$ cat src/rtl/bcd_to_binary_seq.sv
// Sequential packed-BCD to unsigned-binary converter (reverse double-dabble, one bit per cycle).
// Optional input validation and err port enabled by defining BCD_CHECK_EN.
module bcd_to_binary_seq #(
  parameter int NDIG = 9,
  parameter int BW   = 30
) (
  input  logic              Clk,
  input  logic              Rst_n,
  input  logic              enable,
  input  logic              start,
  input  logic [4*NDIG-1:0] bcd_in,
  output logic              busy,
  output logic              done,
  output logic [BW-1:0]     bin_out
`ifdef BCD_CHECK_EN
  ,
  output logic              err
`endif
);

  localparam int SW = 4*NDIG + BW;
  localparam int CW = $clog2(BW + 1);

  typedef enum logic [1:0] {IDLE, CONV, DONE} state_t;

  state_t          state, state_nxt;
  logic [SW-1:0]   sr, sr_nxt, sr_corr;
  logic [CW-1:0]   cnt, cnt_nxt;
  logic [BW-1:0]   bin_nxt;
  logic            busy_nxt, done_nxt;
`ifdef BCD_CHECK_EN
  logic            err_nxt, bad_digit;

  always_comb begin
    bad_digit = 1'b0;
    for (int i = 0; i < NDIG; i++)
      if (bcd_in[4*i +: 4] > 4'd9) bad_digit = 1'b1;
  end
`endif

  // One reverse double-dabble step: shift right, then pull every digit >= 8 back by 3.
  always_comb begin
    sr_corr = sr >> 1;
    for (int i = 0; i < NDIG; i++)
      if (sr_corr[BW + 4*i +: 4] >= 4'd8)
        sr_corr[BW + 4*i +: 4] = sr_corr[BW + 4*i +: 4] - 4'd3;
  end

  // NOTE: every variable gets its hold value before the case so no path infers a latch.
  always_comb begin
    state_nxt = state;
    sr_nxt    = sr;
    cnt_nxt   = cnt;
    bin_nxt   = bin_out;
`ifdef BCD_CHECK_EN
    err_nxt   = err;
`endif
    unique case (state)
      IDLE: begin
        if (start) begin
`ifdef BCD_CHECK_EN
          err_nxt = 1'b0;
          if (bad_digit) begin
            state_nxt = DONE;
            bin_nxt   = '0;
            err_nxt   = 1'b1;
          end else
`endif
          begin
            sr_nxt    = {bcd_in, {BW{1'b0}}};
            cnt_nxt   = '0;
            state_nxt = CONV;
          end
        end
      end
      CONV: begin
        sr_nxt  = sr_corr;
        cnt_nxt = cnt + 1'b1;
        if (cnt == CW'(BW - 1)) begin
          bin_nxt   = sr_corr[BW-1:0];
          state_nxt = DONE;
        end
      end
      DONE:    state_nxt = IDLE;
      default: state_nxt = IDLE;
    endcase
    busy_nxt = (state_nxt == CONV);
    done_nxt = (state_nxt == DONE);
  end

  // NOTE: sequential state uses non-blocking assignments so all flops update from pre-edge values.
  always_ff @(posedge Clk) begin
    if (!Rst_n) begin
      state   <= IDLE;
      sr      <= '0;
      cnt     <= '0;
      bin_out <= '0;
      busy    <= 1'b0;
      done    <= 1'b0;
`ifdef BCD_CHECK_EN
      err     <= 1'b0;
`endif
    end else if (enable) begin
      state   <= state_nxt;
      sr      <= sr_nxt;
      cnt     <= cnt_nxt;
      bin_out <= bin_nxt;
      busy    <= busy_nxt;
      done    <= done_nxt;
`ifdef BCD_CHECK_EN
      err     <= err_nxt;
`endif
    end
  end

endmodule
$ cat config.mk
export PLATFORM = sky130hd
export DESIGN_NAME = bcd_to_binary_seq
export DESIGN_NICKNAME = d
export VERILOG_FILES = /design/src/rtl/bcd_to_binary_seq.sv
export SDC_FILE = /design/constraint.sdc
export NUM_CORES = 1
export LEC_CHECK = 0
export ABC_AREA = 1
export CAP_MARGIN = 20
export CORE_MARGIN = 2
export CORE_UTILIZATION = 54
export CTS_CLUSTER_DIAMETER = 150
export DETAILED_ROUTE_END_ITERATION = 8
export GPL_TIMING_DRIVEN = 0
export PLACE_DENSITY = 0.82
export SYNTH_ARGS = -nofsm -noshare
export SYNTH_HDL_FRONTEND = slang
export SYNTH_SLANG_ARGS = --single-unit
$ cat constraint.sdc
create_clock -name Clk -period 1.5 [get_ports Clk]
set_input_delay 0.15 -clock Clk [delete_from_list [all_inputs] [get_ports Clk]]
set_output_delay 0.15 -clock Clk [all_outputs]
set_load 0.05 [all_outputs]
# == Word-level counts from Yosys, hierarchy flattened ==
# Cells that the tools add are included.
# Widths: inputs -> output; s select.
# classes
addsub,10
order_cmp,9
eq_ne,5
mux,16
n_reduce_logical,4
# op_table
operator,n
$pmux 66 s2,1
$mux 66,1
$mux 4,9
$ge 4x4->1 const B,8
$sub 4x2->4 const B,8
$pmux 5 s2,1
$reduce_and 3->1,2
$add 5x1->5 const B,1
$eq 5x5->1 const B,1
$mux 5,1
$eq 2x1->1 const B,2
$ge 3x4->1 const B,1
$mux 2,2
$pmux 2 s2,1
$sub 3x2->4 const B,1
$eq 2x2->1 const B,1
$logic_not 2->1,1
$ne 2x2->1 const B,1
$reduce_bool 2->1,1
# totals
ff_bits,105
inputBits,40
word_cells,50

# == Depth between registers and ports, before layout ==
# logic_depth
word_depth,4
ltp_mapped,9
mapped_depth_nobuf,8

# == Worst setup path before layout ==
# OpenSTA, ideal clock, no wires.
# synth_timing
path_kind,reg-to-reg
from,register cnt[1]
to,register bin_out[13]
setup_ns,0.116
arrival_ns,1.107
t_required_ns,1.384
path_slack_ns,0.277
stages_incl_launch_ff,9
period_less_slack_ns,1.223
cell_sequence,dfxtp_1 > inv_1 > ha_1 > inv_1 > nor2_1 > nand2_4 > buf_4 > o21ai_0 > nor2_1
# synth_via
elab_chain_len,2
# synth_lines
element,line,text
start: declaration,28,"logic [CW-1:0] cnt, cnt_nxt;"
start signal: assignment,106,cnt <= cnt_nxt;
$eq 5x5->1,79,if (cnt == CW'(BW - 1)) begin
$reduce_and 3->1 (no source line),--,
end signal: assignment,107,bin_out <= bin_nxt;
end: declaration,14,output logic [BW-1:0] bin_out
# Every way passes these cells.
# A chain may end at the register's enable or synchronous reset.

# == Worst setup path in the final report ==
# layout_timing
from,register done
to,output done
# layout_lines
element,line,text
start: declaration,13,"output logic done,"
start signal: assignment,109,done <= done_nxt;
# No word-level cell between the ends.

==> results.yml <==
placed_design:
  gp_congestion: 0.847
  hpwl_um: 8660
  io_buffers: 70
  dp_slack_ns: -0.303
sta:
  finalHoldViolCount: 0
  finalCritPeriodShare_pct: 95.1
  grt_setup_unrepaired: "true"
  max_freq_ghz: 0.701
  worst_pin_slew_ns: 0.601
  layout_setup_ws_ns: 0.0739
  finalSetupViolCount: 0
  skew_ns: 0.0173
  maxSlewViolCount: 0
  relSlewSlack_pct: 60.0
  period_needed_ns: 1.43
cts:
  clk_latency_ns: 0.38
  cts-root-buf: "clkbuf_8"
  clock-sinks: 104
  tritoncts: "done"
  cts_buffers: 9
  htreeDepth: 3
  cts.clk_slew.worst_paths_ns: 0.11
  cts_hold_buffers: 0
  cts_max_path_buffers: 2
final_layout:
  drive_gt1_share_pct: 7.98
  antennaDiodeCount: 0
  fin_util_pct: 67.6
  syn_to_final_growth_pct: 21.3
  nNetsFinal: 842
worst_setup_path:
  r2r_setup_slack_ns: 0.09
  cp_num_buf_inv: 1
  critPathRequiredTime_ns: 1.35
  worstReg2RegStart: "cnt[1]"
  path_max_fanout: 2
  worst_r2r_path_depth: 8
  cpPeakStageDelay_ns: 0.55
  crit_path_end_kind: "primary output"
  crit_slowest_cell: "dlygate4sd2_1"
  path_cells: "dlygate4sd2_1"
  cp_top_family: "buffers and inverters"
  cp_num_cells: 1
  r2r-end: "bin_out[24]"
  critPathLaunchType: "flop"
  crit_path_start: "done"
  critPathArrivalTime_ns: 1.28
  crit_type: "flop to primary output"
  endpoint: "done"
logic_synthesis:
  synth_commonest_cells: "nand2_1 (192), dfxtp_1 (104), nor2_1 (93), a21oi_1 (84), inv_1 (60)"
  syn-cell-area_mm2: 0.00488
  seq_area_frac_synth_pct: 42.7
  yosysUniqueCellTypes: 22
  netlist_top_cells_area: "dfxtp_1 (43%), nand2_1 (15%), a21oi_1 (8.6%)"
  synth_top_area_share_pct: 42.7
  async_reset_ff_share_pct: 0
  synth_area_leader_cell: "dfxtp_1"
  syn-num-nets: 759
  ys.warnings.count: 0
  syn-instance-count: 701
  ys_ff_latch: 104
  syn_avg_cell_area_um2: 6.96
  synth_edf_count: 0
  synth_most_common_cell: "nand2_1"
  ys.flop_type: "dfxtp_1"
hold_path:
  hold_class: "input port to flop"
drt:
  drt-initial-drc-count: 260
  wl_per_cell_um: 13.4
  route.vias.total: 4748
  drt_wl_total_um: 12100
  drc: 0
  via_per_inst: 5.29
  drt_pass1_iterations: 5
  ant_nets: 0
power:
  ir_drop_uv: 685
  p_leak_nw: 2.65
  cellPowerDensity_mw_per_mm2: 949
die:
  die_h_um: 99.1
  coreArea_mm2: 0.00876
  dieArea_mm2: 0.00981
  ios: 72
  die_x_um: 99.1
  fp-row-count: 34
  initial_core_util_pct: 55.7
grt:
  gr-usage-all-layers_pct: 25.1
  grt_pass1_vias: 4277
  grt_overflow: 0
  grt_pass1_wl_um: 19700
  antenna_found_initial: 0
  grt_max_degree: 21
run_status:
  status: "complete, no violations"
run:
  cap_violations: 0
==> cells in the final DEF, fill, tap and decap left out, types with 2 or more instances in the layout <==
master / n
nor2_4: 3
clkinv_4: 2
nand2_1: 192
buf_4: 11
o21ai_0: 34
nand4_1: 6
clkinv_8: 2
a21oi_1: 84
clkbuf_1: 8
nor2_1: 92
inv_1: 60
o21ai_1: 19
ha_1: 18
a21oi_2: 3
buf_6: 8
clkdlybuf4s50_1: 38
dlygate4sd2_1: 32
inv_2: 5
clkbuf_8: 9
nor2_2: 2
buf_2: 11
dfxtp_1: 103
nand3_1: 38
==> timing repair <==
item                                    in CTS  in global routing
cloned                                       0                  0
pin swaps                                    0                  2
endpoints found under the setup margin      32                 33
buffers inserted                             0                  2
gates resized for setup                     32                 12
==> where the power goes <==
part           total (W)  switching (W)  leakage, nW  internal, W
logic           0.000784       0.000464         1.70     0.000320
clock network    0.00190        0.00108        0.111     0.000823
registers        0.00293      0.0000907        0.845      0.00284
total            0.00562        0.00163         2.65      0.00399
==> how the worst min path moves through the flow <==
stage / cells past startpoint / to / from / slack (ns)
2_1_floorplan: 2 / sr[65] / bcd_in[35] / 0.31
3_3_place_gp: 2 / sr[1] / sr[1] / 0.44
3_5_place_dp: 2 / sr[65] / sr[65] / 0.46
4_1_cts: 5 / sr[33] / start / 0.20
5_1_grt: 5 / sr[35] / start / 0.23
6_report: 5 / sr[33] / start / 0.21
==> layout make-up <==
class                      instances  area, um2
clock inverter                     7        100
timing repair buffer              72        676
inverter                          65        244
multi-input combinational        495       2310
tap                              108        135
buffer                            37        248
clock buffer                       9        124
sequential                       104       2080
fill                             783       2840
==> stage by stage <==
step	total power (W)	hold WS, ns	setup TNS (ns)	instance area [um2]	std cells
5_1_grt	0.00587	0.226	-0.0446	5920	897
3_3_place_gp	0.00372	0.445	-14.80	5720	879
3_5_place_dp	0.00376	0.455	-16.46	5720	879
6_report	0.00562	0.207	0	5920	897
4_1_cts	0.00562	0.205	0	5900	895
2_1_floorplan	0.00348	0.311	0	4880	701
==> sequential cells by signal, summed over array words and instances (netlist names) <==
signal   count
state        2
cnt          5
busy         1
sr          65
bin_out     30
done         1
==> cell families after synthesis <==
kind of cell,after synthesis,synth area share [%]
simple gates,335,27.8
compound gates,141,14.7
flops,104,42.7
buf+inv,102,10.0
fa+ha+maj,18,4.61
xor+xnor,1,0.179
==> metal layers <==
| layer | share of wire [%] | global-route usage [%] |
|---|---|---|
| met1 | 43 | 32.1 |
| met2 | 49 | 43.6 |
| met3 | 5.6 | 3.05 |
| met4 | 1.8 | 8.75 |
| met5 | 0 | 0 |
(Power assumes the default switching activity.)
